<file path="src/rtl/controle_teclas_if.sv">
// controle_teclas_if
// Turn-command handshake between the button conditioning stage and the
// player logic.
//   cmd_valid : a command is waiting at the head of the FIFO
//   cmd_dir   : head command, 1 = clockwise, 0 = anti-clockwise
//   cmd_ready : consumer takes the head command on this clock edge
// Modports: master = producer (controle_teclas), slave = consumer.
interface controle_teclas_if;
    logic cmd_valid;
    logic cmd_dir;
    logic cmd_ready;

    modport master (
        output cmd_valid,
        output cmd_dir,
        input  cmd_ready
    );

    modport slave (
        input  cmd_valid,
        input  cmd_dir,
        output cmd_ready
    );
endinterface

</file>
<file path="src/rtl/controle_teclas.sv">
// controle_teclas
// Conditions the four raw push-buttons for the light-cycle game:
// 2-flop synchronisation, optional debounce, press detection, and a small
// FIFO of turn commands popped through a valid/ready handshake.
// Ports:
//   CLOCK_50      : system clock
//   reset         : synchronous, active-high
//   KEY[3:0]      : raw active-low buttons (3 = anti-clockwise, 2 = clockwise,
//                   1 = unused, 0 = restart)
//   enable        : game running; when low no turn is queued
//   cmd           : turn-command handshake (controle_teclas_if.master)
//   restart_pulse : one-cycle pulse per accepted KEY[0] press
//   overflow      : sticky, a turn was dropped because the FIFO was full
//   fifo_count    : number of queued turn commands
// Build option: define DEBOUNCE_EN to enable the per-key debounce counters.
// Without it the synchronised value is accepted every clock.
module controle_teclas #(
    parameter int DEBOUNCE_CYCLES = 500000,
    parameter int FIFO_DEPTH      = 4
) (
    input  logic                          CLOCK_50,
    input  logic                          reset,
    input  logic [3:0]                    KEY,
    input  logic                          enable,
    controle_teclas_if.master             cmd,
    output logic                          restart_pulse,
    output logic                          overflow,
    output logic [$clog2(FIFO_DEPTH):0]   fifo_count
);

    localparam int PTR_W = $clog2(FIFO_DEPTH);

    logic [3:0]       sync1_r;
    logic [3:0]       sync2_r;
    logic [3:0]       stable_r;
    logic [3:0]       stable_d_r;
    logic [3:0]       press_s;
    logic             key1_unused_s;

    logic             mem_r [FIFO_DEPTH];
    logic [PTR_W-1:0] wr_ptr_r;
    logic [PTR_W-1:0] rd_ptr_r;
    logic [PTR_W:0]   count_r;
    logic [PTR_W:0]   count_next_s;
    logic             valid_r;

    logic             turn_req_s;
    logic             turn_dir_s;
    logic             full_s;
    logic             pop_s;
    logic             push_s;

    // Two-flop synchroniser; released (1) is the safe reset value.
    always_ff @(posedge CLOCK_50) begin
        if (reset) begin
            sync1_r <= 4'hF;
            sync2_r <= 4'hF;
        end else begin
            sync1_r <= KEY;
            sync2_r <= sync1_r;
        end
    end

`ifdef DEBOUNCE_EN
    localparam int CNT_W = (DEBOUNCE_CYCLES > 1) ? $clog2(DEBOUNCE_CYCLES) : 1;
    localparam logic [CNT_W-1:0] CNT_MAX = CNT_W'(DEBOUNCE_CYCLES - 1);

    logic [CNT_W-1:0] deb_cnt_r [4];

    // Debounce: a key must differ from its accepted value for
    // DEBOUNCE_CYCLES consecutive clocks before the new value is taken.
    always_ff @(posedge CLOCK_50) begin
        if (reset) begin
            for (int i = 0; i < 4; i++) begin
                deb_cnt_r[i] <= {CNT_W{1'b0}};
                stable_r[i]  <= 1'b1;
            end
        end else begin
            for (int i = 0; i < 4; i++) begin
                if (sync2_r[i] == stable_r[i]) begin
                    deb_cnt_r[i] <= {CNT_W{1'b0}};
                end else if (deb_cnt_r[i] == CNT_MAX) begin
                    stable_r[i]  <= sync2_r[i];
                    deb_cnt_r[i] <= {CNT_W{1'b0}};
                end else begin
                    deb_cnt_r[i] <= deb_cnt_r[i] + CNT_W'(1);
                end
            end
        end
    end
`else
    localparam int debounce_cycles_unused = DEBOUNCE_CYCLES;

    // No debounce: accept the synchronised value every clock.
    always_ff @(posedge CLOCK_50) begin
        if (reset) begin
            stable_r <= 4'hF;
        end else begin
            stable_r <= sync2_r;
        end
    end
`endif

    // Delayed copy of the accepted key state for falling-edge detection.
    always_ff @(posedge CLOCK_50) begin
        if (reset) begin
            stable_d_r <= 4'hF;
        end else begin
            stable_d_r <= stable_r;
        end
    end

    // A press is a 1 -> 0 transition of the accepted (active-low) value.
    assign press_s       = stable_d_r & ~stable_r;
    assign key1_unused_s = press_s[1];

    // Turn request: exactly one of the two turn keys, game enabled, and not
    // masked by a restart in the same cycle. Both keys together cancel.
    always_comb begin
        turn_req_s = 1'b0;
        turn_dir_s = 1'b0;
        if (enable && !press_s[0] && (press_s[3] ^ press_s[2])) begin
            turn_req_s = 1'b1;
            turn_dir_s = press_s[2];
        end else begin
            turn_req_s = 1'b0;
            turn_dir_s = 1'b0;
        end
    end

    assign full_s = (count_r == (PTR_W+1)'(FIFO_DEPTH));
    assign pop_s  = valid_r & cmd.cmd_ready;
    // A pop on the same edge frees the slot, so a full FIFO still accepts.
    assign push_s = turn_req_s & (~full_s | pop_s);

    // Next occupancy from the push/pop combination.
    always_comb begin
        count_next_s = count_r;
        case ({push_s, pop_s})
            2'b10:   count_next_s = count_r + (PTR_W+1)'(1);
            2'b01:   count_next_s = count_r - (PTR_W+1)'(1);
            default: count_next_s = count_r;
        endcase
    end

    // FIFO state, restart pulse and sticky overflow. Restart flushes the
    // queue and voids any pop on the same edge; overflow survives restart.
    always_ff @(posedge CLOCK_50) begin
        if (reset) begin
            for (int i = 0; i < FIFO_DEPTH; i++) begin
                mem_r[i] <= 1'b0;
            end
            wr_ptr_r      <= {PTR_W{1'b0}};
            rd_ptr_r      <= {PTR_W{1'b0}};
            count_r       <= {(PTR_W+1){1'b0}};
            valid_r       <= 1'b0;
            restart_pulse <= 1'b0;
            overflow      <= 1'b0;
        end else if (press_s[0]) begin
            wr_ptr_r      <= {PTR_W{1'b0}};
            rd_ptr_r      <= {PTR_W{1'b0}};
            count_r       <= {(PTR_W+1){1'b0}};
            valid_r       <= 1'b0;
            restart_pulse <= 1'b1;
        end else begin
            restart_pulse <= 1'b0;
            if (push_s) begin
                mem_r[wr_ptr_r] <= turn_dir_s;
                wr_ptr_r        <= wr_ptr_r + PTR_W'(1);
            end
            if (pop_s) begin
                rd_ptr_r <= rd_ptr_r + PTR_W'(1);
            end
            if (turn_req_s && full_s && !pop_s) begin
                overflow <= 1'b1;
            end
            count_r <= count_next_s;
            valid_r <= (count_next_s != {(PTR_W+1){1'b0}});
        end
    end

    assign cmd.cmd_valid = valid_r;
    assign cmd.cmd_dir   = mem_r[rd_ptr_r];
    assign fifo_count    = count_r;

endmodule

</file>
<file path="src/flat_wrapper.sv">
// flat-port wrapper written by rule: the top's interface ports become plain ports
module controle_teclas_flat 
#(
    parameter int DEBOUNCE_CYCLES = 500000,
    parameter int FIFO_DEPTH      = 4
)
  (CLOCK_50, reset, KEY, enable, restart_pulse, overflow, fifo_count, cmd_cmd_valid, cmd_cmd_dir, cmd_cmd_ready);
  controle_teclas_if cmd_i ();
  input  logic CLOCK_50;
  input  logic reset;
  input  logic [3:0] KEY;
  input  logic enable;
  output logic restart_pulse;
  output logic overflow;
  output logic [$clog2(FIFO_DEPTH):0] fifo_count;
  output wire logic [$bits(cmd_i.cmd_valid)-1:0] cmd_cmd_valid;
  output wire logic [$bits(cmd_i.cmd_dir)-1:0] cmd_cmd_dir;
  input wire logic [$bits(cmd_i.cmd_ready)-1:0] cmd_cmd_ready;
  assign cmd_cmd_valid = cmd_i.cmd_valid;
  assign cmd_cmd_dir = cmd_i.cmd_dir;
  assign cmd_i.cmd_ready = cmd_cmd_ready;
  controle_teclas #(.DEBOUNCE_CYCLES(DEBOUNCE_CYCLES), .FIFO_DEPTH(FIFO_DEPTH)) u_core (.CLOCK_50(CLOCK_50), .reset(reset), .KEY(KEY), .enable(enable), .cmd(cmd_i), .restart_pulse(restart_pulse), .overflow(overflow), .fifo_count(fifo_count));
endmodule
</file>
<file path="config.mk">
export PLATFORM = sky130hd
export DESIGN_NAME = controle_teclas_flat
export DESIGN_NICKNAME = d
export VERILOG_FILES = /design/src/rtl/controle_teclas_if.sv /design/src/rtl/controle_teclas.sv /design/src/flat_wrapper.sv
export SDC_FILE = /design/constraint.sdc
export NUM_CORES = 1
export LEC_CHECK = 0
export ABC_CLOCK_PERIOD_IN_PS = 3200
export CAP_MARGIN = 10
export CORE_MARGIN = 2
export CORE_UTILIZATION = 40
export DETAILED_ROUTE_END_ITERATION = 10
export GPL_TIMING_DRIVEN = 0
export PLACE_DENSITY = 0.61
export SLEW_MARGIN = 10
export SYNTH_ARGS = -nofsm -noshare
export SYNTH_HDL_FRONTEND = slang
export SYNTH_SLANG_ARGS = --single-unit
</file>
<file path="constraint.sdc">
create_clock -name CLOCK_50 -period 3.2 [get_ports CLOCK_50]
set_clock_uncertainty 0.1 [all_clocks]
set_input_delay 0.32 -clock CLOCK_50 [delete_from_list [all_inputs] [get_ports CLOCK_50]]
set_output_delay 0.32 -clock CLOCK_50 [all_outputs]
set_load 0.05 [all_outputs]
</file>
; Yosys cells after proc, flatten, opt, wreduce, memory -nomap -nowiden
; Memories as Yosys holds them, arrays and structs flattened. A register that Yosys moved wholly into a read port is not among the register bits.
; Index checks and enable logic that the tools add are counted.
; W data, S select, Z words.
[totals]
reg_bits = 26
ramBits = 4
in_bits = 8
output_inout_bits = 7
elab_cells = 51
mem_count = 1
[op_classes]
addsub = 4
eq_ne = 3
mux = 15
n_bitwise = 8
n_reduce_logical = 10
[memory_table]
columns = name, words, width, rd, rd_ports_with_merged_regs, write_ports, line
row1 = u_core.mem_r, 4, 1, 1, 1, 4, controle_teclas.sv:40  ; logic mem_r [FIFO_DEPTH];
[ops]
columns = cell, n
row1 = $mux W1, 11
row2 = $mux W2, 3
row3 = $pmux W3 S2, 1
row4 = $add A2 B1 Y2 const B, 2
row5 = $and A4 B4 Y4, 1
row6 = $logic_and A1 B1 Y1, 4
row7 = $not A4 Y4, 1
row8 = $add A3 B1 Y3 const B, 1
row9 = $eq A3 B3 Y1 const B, 1
row10 = $reduce_bool A3 Y1, 1
row11 = $sub A3 B1 Y3 const B, 1
row12 = $and A1 B1 Y1, 2
row13 = $eq A2 B1 Y1 const B, 1
row14 = $eq A2 B2 Y1 const B, 1
row15 = $logic_not A1 Y1, 2
row16 = $not A1 Y1, 2
row17 = $reduce_and A2 Y1, 1
row18 = $reduce_or A2 Y1, 1
row19 = $or A1 B1 Y1, 1
row20 = $reduce_or A1 Y1, 1
row21 = $xor A1 B1 Y1, 1

; Longest topological paths before layout
; Gate-level depths: netlist of run 1.
[logic_depth]
word_depth = 13
mapped_depth = 9
ltp_nobuf = 9

; Worst setup path before layout of run 1
; Ideal clock, no wire load.
[synth_timing]
kind = register to register
from = register u_core.count_r[0] (netlist: u_core.fifo_count[0])
to = register u_core.valid_r (netlist: u_core.cmd.cmd_valid)
setup_ns = 0.128
arrival_time_ns = 2.173
required_ns = 2.972
setup_slack_ns = 0.799
path_stages_with_launch = 10
n_path_buf = 0
period_less_slack_ns = 2.401
cell_sequence = dfxtp_1 -> nor2_1 -> nand3_2 -> nand3_2 -> ha_1 -> fa_1 -> xnor2_1 -> nor2_1 -> xnor2_1 -> a21oi_1
[synth_via]
elab_chain_cells = 7
elab_cells_between_ends = 10
cone_classes = add/sub (2) / eq/ne (3) / mux (1) / bitwise (3) / reduce/logical (1)
[synth_lines]
columns = item, line
row1 = from (decl), controle_teclas.sv:43  ; logic [PTR_W:0] count_r;
row2 = from (signal assigned), controle_teclas.sv:155  ; count_r <= {(PTR_W+1){1'b0}};
row3 = from (signal assigned), controle_teclas.sv:162  ; count_r <= {(PTR_W+1){1'b0}};
row4 = from (signal assigned), controle_teclas.sv:177  ; count_r <= count_next_s;
row5 = $eq A3 B3 Y1, controle_teclas.sv:131  ; assign full_s = (count_r == (PTR_W+1)'(FIFO_DEPTH));
row6 = $not A1 Y1, controle_teclas.sv:134  ; assign push_s = turn_req_s & (~full_s | pop_s);
row7 = $or A1 B1 Y1, controle_teclas.sv:134
row8 = $and A1 B1 Y1, controle_teclas.sv:134
row9 = $eq A2 B1 Y1 or $eq A2 B2 Y1 (tied branches), controle_teclas.sv:139  ; case ({push_s, pop_s})
row10 = $pmux W3 S2 *, controle_teclas.sv:139
row11 = $reduce_bool A3 Y1 *, controle_teclas.sv:178  ; valid_r <= (count_next_s != {(PTR_W+1){1'b0}});
row12 = to (signal assigned), controle_teclas.sv:178
row13 = to (decl), controle_teclas.sv:45  ; logic valid_r;
; Mark *: on every way between the ends. The rest lies on a longest branch, timed or not.
; A chain may end at the register's enable or synchronous reset.

==> qor.yml, run 1 <==
status:
  status: "finished, final reports clean"
cells_and_area:
  layout-area-overhead-vs-synth_pct: 17.73
  drive_gt1_frac: 0.1966
  multi_input_comb_area_um2: 478.0
  final_util: 0.4825
  final_nets: 128
  fillerInstances: 264
  antenna_cells: 0
  regArea_um2: 600.6
drt:
  firstDrtPassIters: 4
  drt-initial-drc-count: 14
  drc_errors: 0
  via_count: 706
  totalWireLength_mm: 1.525
  drtAntennaViolNets: 0
  wl_per_cell_um: 10.30
  via_per_inst: 4.770
worst_setup_path:
  worstSetupPathType: "reg2out"
  crit_fanout: 1
  arrival_ns: 1.89
  worstSetupStartpointType: "flop"
  endpoint_kind: "output pin"
  worstPathRequired_ns: 2.78
synth:
  yosysSeqAreaShare: 0.5455
  syn-num-nets: 110
  yosys.area.top_type: "dfxtp_1"
  ys_seq_elements: 28
  syn-instance-count: 100
  yosysWarningCount: 0
  syn_area_mm2: 0.001101
  avgSynthCellArea_um2: 11.01
  yosysUniqueCellTypes: 31
  ys_top_cells_by_area: "dfxtp_1 (44%), edfxtp_1 (11%), or2_2 (6.3%)"
  yosys.area.top_type_share: 0.4364
grt:
  grt_max_degree: 16
  grt-ovfl-total: 0
  grt_pass1_wl_mm: 2.787
  track_usage: 0.1105
  antenna_found_initial: 0
  grt_pass1_vias: 687
place:
  hpwl_mm: 1.189
  gp_congestion: 0.8151
  io_buffers: 13
  dpl_worst_slack_ns: 0.6077
clock_network:
  ctsLongestPathBuffers: 2
  root_buffer: "clkbuf_4"
  cts_hold_buf: 0
  cts_sinks: 28
  clk_latency_ns: 0.31
  path_clk_slew_ns: 0.14
  cts.repair.resized: 0
  cts-buffers-inserted: 3
  postCtsSetupBuffers: 0
  ctsHtreeMaxLevel: 1
  cts_tree: "built"
timing:
  tightest_slew_ns: 0.4933
  post-route-period-util: 0.7207
  fmax_mhz: 433.6
  tns_ns: 0
  final_hold_viol_count: 0
  rsz0062_at_grt: "false"
  setup_viol: 0
  relSlewSlack: 0.6701
  finalWorstSetupSlack_ns: 0.8938
  layout_min_cycle_time_ns: 2.306
  maxSlewViolCount: 0
floorplan:
  die_w_um: 56.47
  die_area_mm2: 0.003188
  initial_core_util: 0.4099
  design.portCount: 15
  core.rowCount: 19
  fp.coreArea_mm2: 0.002686
  die-height_um: 56.47
hold_path:
  min_path_type: "reg2reg"
power_and_ir_drop:
  irDropWorstVdd_v: 0.0002393
  leakagePower_nw: 0.5161
  p_total_mw: 0.5903
  p_per_area_mw_per_mm2: 455.4
run:
  drv_cap: 0
-- final timing paths --
path,from,end,slack (ns),cells past startpoint
worst max-delay path,u_core.mem_r[3]$_DFFE_PP_,cmd_cmd_dir,0.89,2
worst min-delay path,u_core.sync1_r[2]$_SDFF_PP1_,u_core.sync2_r[2]$_SDFF_PP1_,0.32,1
worst max register to register,u_core.stable_d_r[2]$_SDFF_PP1_,u_core.cmd.cmd_valid$_SDFF_PP0_,0.97,9
worst min register to register,u_core.sync1_r[2]$_SDFF_PP1_,u_core.sync2_r[2]$_SDFF_PP1_,0.32,1
-- final cells by class --
| class | count | share of cell area |
|---|---|---|
| Sequential cell | 28 | 0.4633 |
| Multi-Input combinational cell | 66 | 0.3687 |
| Timing Repair Buffer | 13 | 0.1004 |
| Tap cell | 31 | 0.02992 |
| Clock buffer | 4 | 0.02027 |
| Inverter | 5 | 0.01448 |
| Buffer | 1 | 0.002896 |
-- state kept, by name (all words and copies together) (netlist names), named ones only --
register / flops
u_core.cmd.cmd_valid: 1
u_core.fifo_count: 3
u_core.mem_r: 4
u_core.overflow: 1
u_core.rd_ptr_r: 2
u_core.restart_pulse: 1
u_core.stable_d_r: 3
u_core.stable_r: 3
u_core.sync1_r: 3
u_core.sync2_r: 3
u_core.wr_ptr_r: 2
-- Yosys cell counts --
cell type	count
mux2i_1	1
nand4_2	1
nand3_2	2
o21a_1	1
nor4_1	2
ha_1	1
xnor2_1	2
edfxtp_1	4
nor3b_1	1
inv_1	5
nand2_1	6
o21ai_0	3
fa_1	1
nand2b_4	1
xnor2_4	1
and2_1	1
nand2b_1	1
and3_1	1
a22o_1	1
or2_2	11
mux4_2	1
nor2_1	16
a21oi_1	1
nand4_1	1
mux2_4	2
nand3_1	2
clkbuf_1	1
nor2b_4	1
dfxtp_1	24
o41ai_1	1
xor2_1	3
-- metal layers --
metal / vias up / routed length, um / track usage / share of wire
li1: 364 / - / - / -
met3: 2 / 67 / 0.02304 / 0.044
met2: 15 / 764 / 0.1927 / 0.50
met5: - / 0 / 0 / 0
met4: 0 / 18 / 0.05102 / 0.012
met1: 325 / 675 / 0.1283 / 0.44
-- power by group --
group	switching [mW]	total, mW	internal [mW]
registers	0.00715	0.376	0.369
clock network	0.0950	0.144	0.0486
logic	0.0385	0.0708	0.0323
total	0.141	0.590	0.450
-- cell families (layout without fill, tap and decap cells) --
kind of cell,Yosys count,in the layout,synth area share
compound gates,7,7,0.04091
xor+xnor,6,6,0.06478
fa+ha+maj,2,2,0.02954
buf+inv,6,23,0.02045
flops,28,28,0.5455
mux,4,4,0.05682
simple gates,47,47,0.2421
-- worst max-delay path, cell delays in order (launching register included) --
cell	delay, ns
edfxtp_1	0.39
mux4_2	0.47
clkdlybuf4s50_1	0.71
-- layout by cell type (no fill, tap or decap), types with 2 or more instances in the layout --
| master | n |
|---|---|
| edfxtp_1 | 4 |
| nor4_1 | 2 |
| mux2_4 | 2 |
| nand2_1 | 6 |
| clkdlybuf4s50_1 | 13 |
| xor2_1 | 3 |
| xnor2_1 | 2 |
| clkbuf_4 | 3 |
| or2_2 | 11 |
| o21ai_0 | 3 |
| clkbuf_1 | 2 |
| inv_1 | 5 |
| nand3_2 | 2 |
| nor2_1 | 16 |
| nand3_1 | 2 |
| dfxtp_1 | 24 |
-- stage by stage --
step | cell area [um^2] | cells | hold slack, ns
finish | 1296 | 148 | 0.3214
global route | 1296 | 148 | 0.3360
CTS | 1296 | 148 | 0.3284
detailed placement | 1270 | 144 | 0.2958
global placement | 1270 | 144 | 0.2938
floorplan | 1101 | 100 | 0.2895
No activity file was read; power rests on OpenSTA's default activity.
==> run 2: changes to the inputs <==
- ABC_CLOCK_PERIOD_IN_PS: 3200 -> 2250
- clock period: 3.2 -> 2.25 ns (I/O delays scaled with it)
==> run 2 against run 1 <==
Sequential cell count unchanged. Sequential share of layout area fell by 0.28 points. Utilization up 0.70 points. Critical endpoint is now u_core.cmd.cmd_valid$_SDFF_PP0_.
==> qor.yml, run 2 (synthesis results as in run 1) <==
power_and_ir_drop:
  p_sw_mw: 0.1986  # was 0.1407 mW
  combPwrFrac: 0.122  # was 0.120
  p_seq_frac: 0.637  # about the same
  p_total_mw: 0.8399  # was 0.5903 mW
  leakagePower_nw: 0.5295  # was 0.5161 nW
  irDropWorstVdd_v: 0.0004750  # was 0.0002393 V
  p_per_area_mw_per_mm2: 638.7  # was 455.4 mW/mm^2
  netSwitchingFraction: 0.2364  # was 0.2384
  power_frac_clock: 0.241  # was 0.243
  p_int_mw: 0.6413  # was 0.4496 mW
timing:
  fmax_mhz: 466.2
  relSlewSlack: 0.6654  # was 0.6701
  layout_min_cycle_time_ns: 2.145
  final_hold_viol_count: 0  # unchanged
  tightest_slew_ns: 0.5011  # was 0.4933 ns
  post-route-period-util: 0.9533
  finalWorstSetupSlack_ns: 0.1051  # was 0.8938 ns
  rsz0062_at_grt: "true"  # was false
  hold_slack_ns: 0.3277  # was 0.3214 ns
  setup_viol: 0  # unchanged
  tns_ns: 0  # unchanged
  maxSlewViolCount: 0  # unchanged
worst_setup_path:
  path_common_cell: "xnor2_1"
  worstSetupPathType: "reg2reg"  # was reg2out
  crit_fanout: 5  # was 1
  arrival_ns: 2.24  # was 1.89 ns
  critPathMaxStageDelay_ns: 0.38  # was 0.71 ns
  worstSetupStartpointType: "flop"  # unchanged
  cp_num_buf_inv: 0  # was 1
  cp_top_family: "adder cells"  # was buffers and inverters
  endpoint_kind: "flop"  # was output pin
  worst_path_max_delay_cell: "fa_1"  # was clkdlybuf4s50_1
  crit_chain: "nand2b_4 > xnor2_4 > nand3_4 > ha_2 > fa_1 > xnor2_1 > nor2_1 > xnor2_1 > a21oi_1"  # was mux4_2 > clkdlybuf4s50_1
  worstPathRequired_ns: 2.35  # was 2.78 ns
drt:
  totalWireLength_mm: 1.504  # was 1.525 mm
  via_count: 679  # was 706
  firstDrtPassIters: 2  # was 4
  drtAntennaViolNets: 0  # unchanged
  drt-initial-drc-count: 12  # was 14
  via_per_inst: 4.588  # was 4.770
  wl_per_cell_um: 10.16  # was 10.30 um
  drc_errors: 0  # unchanged
grt:
  grt_max_degree: 16  # unchanged
  grt-ovfl-total: 0  # unchanged
  antenna_found_initial: 0  # unchanged
  grt_pass1_vias: 628  # was 687
  track_usage: 0.1055  # was 0.1105
  grt_pass1_wl_mm: 2.608  # was 2.787 mm
clock_network:
  cts-buffers-inserted: 3  # unchanged
  root_buffer: "clkbuf_4"  # unchanged
  ctsLongestPathBuffers: 2  # unchanged
  path_clk_slew_ns: 0.13  # was 0.14 ns
  cts_tree: "built"  # unchanged
  ctsHtreeMaxLevel: 1  # unchanged
  clk_latency_ns: 0.32  # was 0.31 ns
  cts_sinks: 28  # unchanged
place:
  hpwl_mm: 1.133  # was 1.189 mm
  dpl_cell_area_mm2: 0.001274  # was 0.001270 mm^2
  io_buffers: 13  # unchanged
  dpl_worst_slack_ns: -0.2226  # was 0.6077 ns
  dp_cells: 144  # unchanged
  gp_congestion: 0.7795  # was 0.8151
hold_path:
  min_path_type: "reg2reg"  # unchanged
cells_and_area:
  antenna_cells: 0  # unchanged
  fillerInstances: 252  # was 264
  final_cell_area_mm2: 0.001315  # was 0.001296 mm^2
  layout-area-overhead-vs-synth_pct: 19.43  # was 17.73%
  drive_gt1_frac: 0.2479  # was 0.1966
  multi_input_comb_area_um2: 489.2  # was 478.0 um^2
  final_nets: 128  # unchanged
  regArea_um2: 605.6  # was 600.6 um^2
  final_util: 0.4895  # was 0.4825
  top_register: "u_core.mem_r"  # unchanged
  largest_register_ffs: 4  # unchanged
  stdcell_count: 148  # unchanged
  mostFrequentLayoutCells: "dfxtp_1 (20), nor2_1 (16), clkdlybuf4s50_1 (12), or2_2 (11), nand2_1 (6)"  # was dfxtp_1 (24), nor2_1 (16), clkdlybuf4s50_1 (13), or2_2 (11), nand2_1 (6)
  final_common_cell: "dfxtp_1"  # unchanged
run:
  drv_cap: 0  # unchanged
floorplan:
  die_w_um: 56.47  # unchanged
  design.portCount: 15  # unchanged
  initial_core_util: 0.4099  # unchanged
  fp.coreArea_mm2: 0.002686  # unchanged
  core.rowCount: 19  # unchanged
  die-height_um: 56.47  # unchanged
  die_area_mm2: 0.003188  # unchanged
status:
  status: "finished, final reports clean"  # unchanged
run 2: area by class of cell:
class                           count  area share
Multi-Input combinational cell     66      0.3720
Timing Repair Buffer               13      0.1009
Inverter                            5     0.01427
Clock buffer                        4     0.01998
Tap cell                           31     0.02950
Buffer                              1    0.002854
Sequential cell                    28      0.4605
run 2: what timing repair did:
action                                 in CTS  in global routing
buffers inserted                            0                  0
endpoints found under the hold margin       0                  0
setup endpoints to repair                   0                  3
hold buffers                                0                  0
gates resized for setup                     0                  5
run 2: power by group through the flow:
stage          sequential (mW)  clock (mW)  combinational (mW)
3_5_place_dp             0.547           0               0.102
4_1_cts                  0.536       0.219               0.102
3_3_place_gp             0.546           0               0.101
6_report                 0.535       0.202               0.103
2_1_floorplan            0.561           0              0.0559
5_1_grt                  0.538       0.238               0.112
run 2: path summary, 6_finish.rpt:
kind	from	to	slack (ns)	cells past startpoint
max	u_core.stable_r[3]$_SDFF_PP1_	u_core.cmd.cmd_valid$_SDFF_PP0_	0.11	9
min	u_core.sync2_r[3]$_SDFF_PP1_	u_core.stable_r[3]$_SDFF_PP1_	0.33	1
max reg2reg	u_core.stable_r[3]$_SDFF_PP1_	u_core.cmd.cmd_valid$_SDFF_PP0_	0.11	9
min reg2reg	u_core.sync2_r[3]$_SDFF_PP1_	u_core.stable_r[3]$_SDFF_PP1_	0.33	1
run 2: layer usage:
metal  GRT usage  routed length [um]  part of all wire
met5           0                   0                 0
met4     0.06122                  16             0.011
met3     0.02304                  55             0.037
met2      0.1744                 737              0.49
met1      0.1250                 694              0.46
==> run 3: changes to the inputs <==
- CAP_MARGIN: 10 -> 20
==> results of run 3 <==
The final DEF is identical to that of run 2; final timing and power are the same.
